## config.mk

```make
export PLATFORM = sky130hd
export DESIGN_NAME = writeback_stage
export DESIGN_NICKNAME = d
export VERILOG_FILES = /design/src/rtl/writeback_stage.sv
export SDC_FILE = /design/constraint.sdc
export NUM_CORES = 1
export LEC_CHECK = 0
export ABC_AREA = 1
export CORE_ASPECT_RATIO = 1.1
export CORE_UTILIZATION = 30
export DETAILED_ROUTE_END_ITERATION = 8
export GPL_TIMING_DRIVEN = 0
export PLACE_DENSITY = 0.55
export SLEW_MARGIN = 5
export SYNTH_ARGS = -nofsm -noshare
export SYNTH_HDL_FRONTEND = slang
export SYNTH_SLANG_ARGS = --single-unit
```

## constraint.sdc

```tcl
create_clock -name clk -period 2.2 [get_ports clk]
set_input_delay 0.22 -clock clk [delete_from_list [all_inputs] [get_ports clk]]
set_output_delay 0.22 -clock clk [all_outputs]
set_load 0.02 [all_outputs]
```

## src/rtl/writeback_stage.sv

```systemverilog
// Writeback stage: selects the result, buffers up to two completed instructions and
// drains them in order to the register file. Optional retire counter: WB_RETIRE_CNT_EN.
module writeback_stage #(
   parameter int DATA_W   = 32,
   parameter int REG_AW   = 4,
   parameter int CALL_REG = 15
) (
   input  logic              clk,
   input  logic              rst_n,
   input  logic              in_valid,
   output logic              in_ready,
   input  logic              isld,
   input  logic              iscall,
   input  logic              wb_en,
   input  logic [REG_AW-1:0] rd,
   input  logic [DATA_W-1:0] aluresult,
   input  logic [DATA_W-1:0] ldresult,
   input  logic [DATA_W-1:0] pc,
   input  logic              flush,
   output logic              rf_we,
   input  logic              rf_ready,
   output logic [REG_AW-1:0] rf_waddr,
   output logic [DATA_W-1:0] rf_wdata,
   input  logic [REG_AW-1:0] hz_addr,
   output logic              hz_hit,
   output logic [DATA_W-1:0] hz_data,
`ifdef WB_RETIRE_CNT_EN
   output logic [31:0]       retire_count,
`endif
   output logic              busy
);

   typedef struct packed {
      logic              wb_en;
      logic [REG_AW-1:0] waddr;
      logic [DATA_W-1:0] wdata;
   } entry_t;

   localparam logic [DATA_W-1:0] PC_INC   = {{(DATA_W-3){1'b0}}, 3'd4};
   localparam logic [REG_AW-1:0] LINK_REG = REG_AW'(CALL_REG);

   // A call writes its link address and takes priority over a load.
   function automatic entry_t select_entry(
      input logic              call_i,
      input logic              ld_i,
      input logic              we_i,
      input logic [REG_AW-1:0] rd_i,
      input logic [DATA_W-1:0] alu_i,
      input logic [DATA_W-1:0] ld_data_i,
      input logic [DATA_W-1:0] pc_i
   );
      entry_t e;
      e.wb_en = we_i;
      if (call_i) begin
         e.waddr = LINK_REG;
         e.wdata = pc_i + PC_INC;
      end else if (ld_i) begin
         e.waddr = rd_i;
         e.wdata = ld_data_i;
      end else begin
         e.waddr = rd_i;
         e.wdata = alu_i;
      end
      return e;
   endfunction

   function automatic logic fwd_match(
      input logic              valid_i,
      input entry_t            e_i,
      input logic [REG_AW-1:0] addr_i
   );
      return valid_i & e_i.wb_en & (e_i.waddr == addr_i);
   endfunction

   entry_t      ent_r [2];
   logic [1:0]  valid_r;
   logic        wptr_r;
   logic        rptr_r;
   logic [1:0]  count_r;

   entry_t      new_s;
   entry_t      head_s;
   logic        head_valid_s;
   logic        push_s;
   logic        pop_s;
   logic        yng_s;

   // Head-of-queue view, handshake decode and register-file drive.
   always_comb begin
      new_s        = select_entry(iscall, isld, wb_en, rd, aluresult, ldresult, pc);
      head_valid_s = valid_r[rptr_r];
      head_s       = ent_r[rptr_r];
      in_ready     = (count_r < 2'd2);
      push_s       = in_valid & in_ready;
      // Non-writing entries retire without waiting on the register file.
      pop_s        = head_valid_s & (~head_s.wb_en | rf_ready);
      rf_we        = head_valid_s & head_s.wb_en;
      busy         = (count_r != 2'd0);
      if (head_valid_s) begin
         rf_waddr = head_s.waddr;
         rf_wdata = head_s.wdata;
      end else begin
         rf_waddr = {REG_AW{1'b0}};
         rf_wdata = {DATA_W{1'b0}};
      end
   end

   // Forwarding lookup: the slot behind the write pointer holds the youngest entry.
   always_comb begin
      yng_s   = ~wptr_r;
      hz_hit  = 1'b0;
      hz_data = {DATA_W{1'b0}};
      if (fwd_match(valid_r[yng_s], ent_r[yng_s], hz_addr)) begin
         hz_hit  = 1'b1;
         hz_data = ent_r[yng_s].wdata;
      end else if (fwd_match(valid_r[wptr_r], ent_r[wptr_r], hz_addr)) begin
         hz_hit  = 1'b1;
         hz_data = ent_r[wptr_r].wdata;
      end else begin
         hz_hit  = 1'b0;
         hz_data = {DATA_W{1'b0}};
      end
   end

   // FIFO storage, pointers and occupancy.
   always_ff @(posedge clk or negedge rst_n) begin
      if (!rst_n) begin
         ent_r[0] <= '{wb_en: 1'b0, waddr: {REG_AW{1'b0}}, wdata: {DATA_W{1'b0}}};
         ent_r[1] <= '{wb_en: 1'b0, waddr: {REG_AW{1'b0}}, wdata: {DATA_W{1'b0}}};
         valid_r  <= 2'b00;
         wptr_r   <= 1'b0;
         rptr_r   <= 1'b0;
         count_r  <= 2'd0;
      end else if (flush) begin
         valid_r  <= 2'b00;
         wptr_r   <= 1'b0;
         rptr_r   <= 1'b0;
         count_r  <= 2'd0;
      end else begin
         if (pop_s) begin
            valid_r[rptr_r] <= 1'b0;
            rptr_r          <= ~rptr_r;
         end else begin
            rptr_r          <= rptr_r;
         end
         if (push_s) begin
            ent_r[wptr_r]   <= new_s;
            valid_r[wptr_r] <= 1'b1;
            wptr_r          <= ~wptr_r;
         end else begin
            wptr_r          <= wptr_r;
         end
         case ({push_s, pop_s})
            2'b10:   count_r <= count_r + 2'd1;
            2'b01:   count_r <= count_r - 2'd1;
            default: count_r <= count_r;
         endcase
      end
   end

`ifdef WB_RETIRE_CNT_EN
   // Retired-instruction counter; a handshake in a flush cycle still retires.
   always_ff @(posedge clk or negedge rst_n) begin
      if (!rst_n) begin
         retire_count <= 32'd0;
      end else if (pop_s) begin
         retire_count <= retire_count + 32'd1;
      end else begin
         retire_count <= retire_count;
      end
   end
`endif

endmodule
```

==> results of run 1 <==
[where the power goes]
group	internal (mW)	switching [mW]
Combinational	1.55	2.63
Clock	0.799	0.641
Sequential	2.16	0.600
Total	4.51	3.87
[routing by layer]
layer	routed length (um)	track usage, %	vias up
li1	-	-	4123
met1	12000	30.8	3804
met2	13400	42.4	317
met3	1780	3.63	44
met4	651	8.31	0
met5	0	0	-
[placed cells by master, fill, tap and decap left out, types with 4 or more instances in the layout]
cell and instances:
nand2_1 471, o21ai_0 180, inv_1 118, clkdlybuf4s50_1 110
nor2_1 85, dfrtp_1 79, buf_6 49, nand3_1 44
nand2_2 37, clkbuf_1 36, clkbuf_2 31, nand3_2 30
buf_4 23, clkbuf_16 10, buf_2 7, xor2_1 7
dlygate4sd2_1 7, o21ai_1 6, o21ai_2 5, a21oi_1 5
buf_8 4, o211ai_1 4, buf_12 4, or2_2 4
clkinv_4 4
[state kept, by name, indices dropped and copies added, names as in the netlist]
| register | flops |
|---|---|
| ent_r | 74 |
| count_r | 2 |
| valid_r | 2 |
| rptr_r | 1 |
| wptr_r | 1 |
[through the flow]
step                std cells  hold WS [ps]  util (%)  instance area [um^2]
finish                   1696           303      45.9                  9880
global route             1696           322      45.9                  9880
CTS                      1686           282      44.9                  9670
detailed placement       1645           109      41.1                  8840
global placement         1644           465      41.0                  8820
floorplan                1173         -75.6         -                  6640
[how the worst min path moves through the flow]
stage / from / end / slack, ps / cells after the start
floorplan: rst_n / count_r[0] / -80 / 0
finish: rst_n / ent_r[5] / 300 / 2
detailed placement: rst_n / ent_r[5] / 110 / 1
CTS: rst_n / ent_r[5] / 280 / 2
global placement: ent_r[65] / ent_r[65] / 470 / 2
global route: rst_n / ent_r[5] / 320 / 2
[final cells by class]
| class | count | share of cell area, % |
|---|---|---|
| Buffer | 65 | 4.13 |
| Tap cell | 290 | 3.67 |
| Inverter | 121 | 4.70 |
| Clock inverter | 6 | 0.456 |
| Sequential cell | 80 | 20.3 |
| Timing Repair Buffer | 217 | 21.4 |
| Multi-Input combinational cell | 907 | 43.0 |
| Clock buffer | 10 | 2.42 |
[cells in the mapped netlist]
cell,count
nand2_1,509
o21ai_0,189
inv_1,119
nor2_1,88
dfrtp_1,80
nand3_1,76
clkbuf_1,41
buf_2,10
buf_1,9
xor2_1,9
a21oi_1,5
buf_6,4
o211ai_1,4
or2_2,4
nand3b_1,3
o21ai_1,3
xnor2_1,3
inv_2,2
nand2_2,2
nor3_1,2
o21bai_1,2
o22ai_1,2
and2_1,1
buf_4,1
ha_1,1
nand4_1,1
nor2_4,1
nor3_2,1
o22a_1,1
[critical path, stage by stage (launching register included)]
cell and delay, ps:
dfrtp_1 410, buf_6 160, buf_6 130, inv_6 70
nand3_4 60, o21ai_2 70, nand3_2 120, nor2_4 130
nand2_4 130, buf_4 180, clkbuf_16 160, nand3_2 70
nand2_2 70, buf_6 130
[logic make-up after synthesis]
logic type | Yosys count | synth area share, %
AND/OR/NAND/NOR | 688 | 41.0
AO/OA/AOI/OAI | 206 | 15.8
flip-flops | 80 | 30.1
XOR/XNOR | 12 | 1.58
adder cells (fa/ha/maj) | 1 | 0.188
buffers and inverters | 186 | 11.2
[timing repair]
| item | CTS | global route |
|---|---|---|
| buffers inserted | 16 | 10 |
| pin swaps | 34 | 32 |
| gates resized for setup | 368 | 94 |
| gates cloned | 8 | 1 |
| hold buffers | 1 | 0 |
| hold endpoints to repair | 16 | 0 |
| setup endpoints to repair | 100 | 80 |
==> flow_summary.yaml, run 1 <==
grt:
  gr-total-overflow: 0
  grt_max_degree: 65
  grt_pass1_vias: 7795
  grt_usage_pct: 24.5
  antenna_found_initial: 0
  grt_pass1_wl_mm: 41.9
finish:
  multi_input_area_um2: 4240
  nets: 1514
  antennaDiodeCount: 0
  regArea_um2: 2000
  nFillCells: 2315
  area_delta_synth_final_pct: 48.8
  drive_gt1_share_pct: 16.8
detailed_routing:
  wl_mm: 27.8
  dr.pass1.iters: 5
  drt_iter0_drc: 641
  ant_nets: 0
  wire_per_inst_um: 16.4
  drcViolationCount: 0
  vias: 8288
  vias_per_cell: 4.89
pwr:
  power_density_nw_per_um2: 849
  finalPower_mw: 8.39
  ir_worst_vdd_v: 0.000329
  power_leakage_nw: 4.86
critical_path:
  crit_type: "flop to output port"
  r2r_start: "wptr_r"
  startpoint: "wptr_r"
  setup.worst_path.end_class: "output port"
  crit_end: "hz_data[30]"
  reg2reg_depth: 8
  arrival_ps: 2230
  r2r_slack_ps: 180
  start_kind: "flop"
  cp_data_required_time_ps: 1980
  reg2reg_to: "ent_r[33]"
  cp_max_fo: 6
timing:
  clock.fmax_mhz: 408
  period_minus_slack_ps: 2450
  max_slew.worst_pin.slew_ps: 839
  finalSetupViolCount: 33
  maxSlewViolCount: 0
  slew_headroom_pct: 44.0
  period_share_pct: 111
  skew_ps: 6.47
  hold_viol: 0
  fin_setup_tns_ps: -7230
  setup_slack_ps: -253
  rsz0062_at_grt: "true"
min_path:
  hp-class: "input pin to asynchronous set/reset pin"
logic_synthesis:
  synth.yosys.seq_area_share_pct: 30.1
  ys_warn_count: 0
  synth_top_area_share_pct: 30.1
  netlist_area_um2: 6640
  synth-seq-cells: 80
  synthCells: 1173
  synth_area_leader_cell: "dfrtp_1"
  avgSynthCellArea_um2: 5.66
  synth_fp_nets: 1286
  synthTopCellsByArea: "dfrtp_1, nand2_1, o21ai_0"
  post_synth_num_cell_types: 29
placement:
  dp_hpwl_mm: 21.0
  routabilityCongestion: 0.916
  port_buffers: 181
  dpl_worst_slack_ps: -590
outcome:
  violations: "negative setup slack"
  status: "complete, but fails checks"
clocking:
  cts_tree: "yes"
  cts-htree-levels: 3
  clockRootBuffer: "clkbuf_16"
  cts_inserted_buffers: 9
  worstSkewPairLatency_ps: 340
  ctsLongestPathBuffers: 2
  clock-sinks: 80
  path_clk_slew_ps: 70
floorplan:
  core_um2: 21500
  die_h_um: 158
  start_util_pct: 30.9
  fp-row-count: 56
  io_pins: 184
  dieArea_um2: 22700
  fp.dieW_um: 144
run:
  cap_violations: 0
Power figures use the tool's default switching activity.
==> inputs of run 2 (changes only) <==
- CTS_CLUSTER_SIZE: unset -> 28
==> results of run 2 <==
Same layout as run 1: the final DEF is identical, and so are final timing and power.
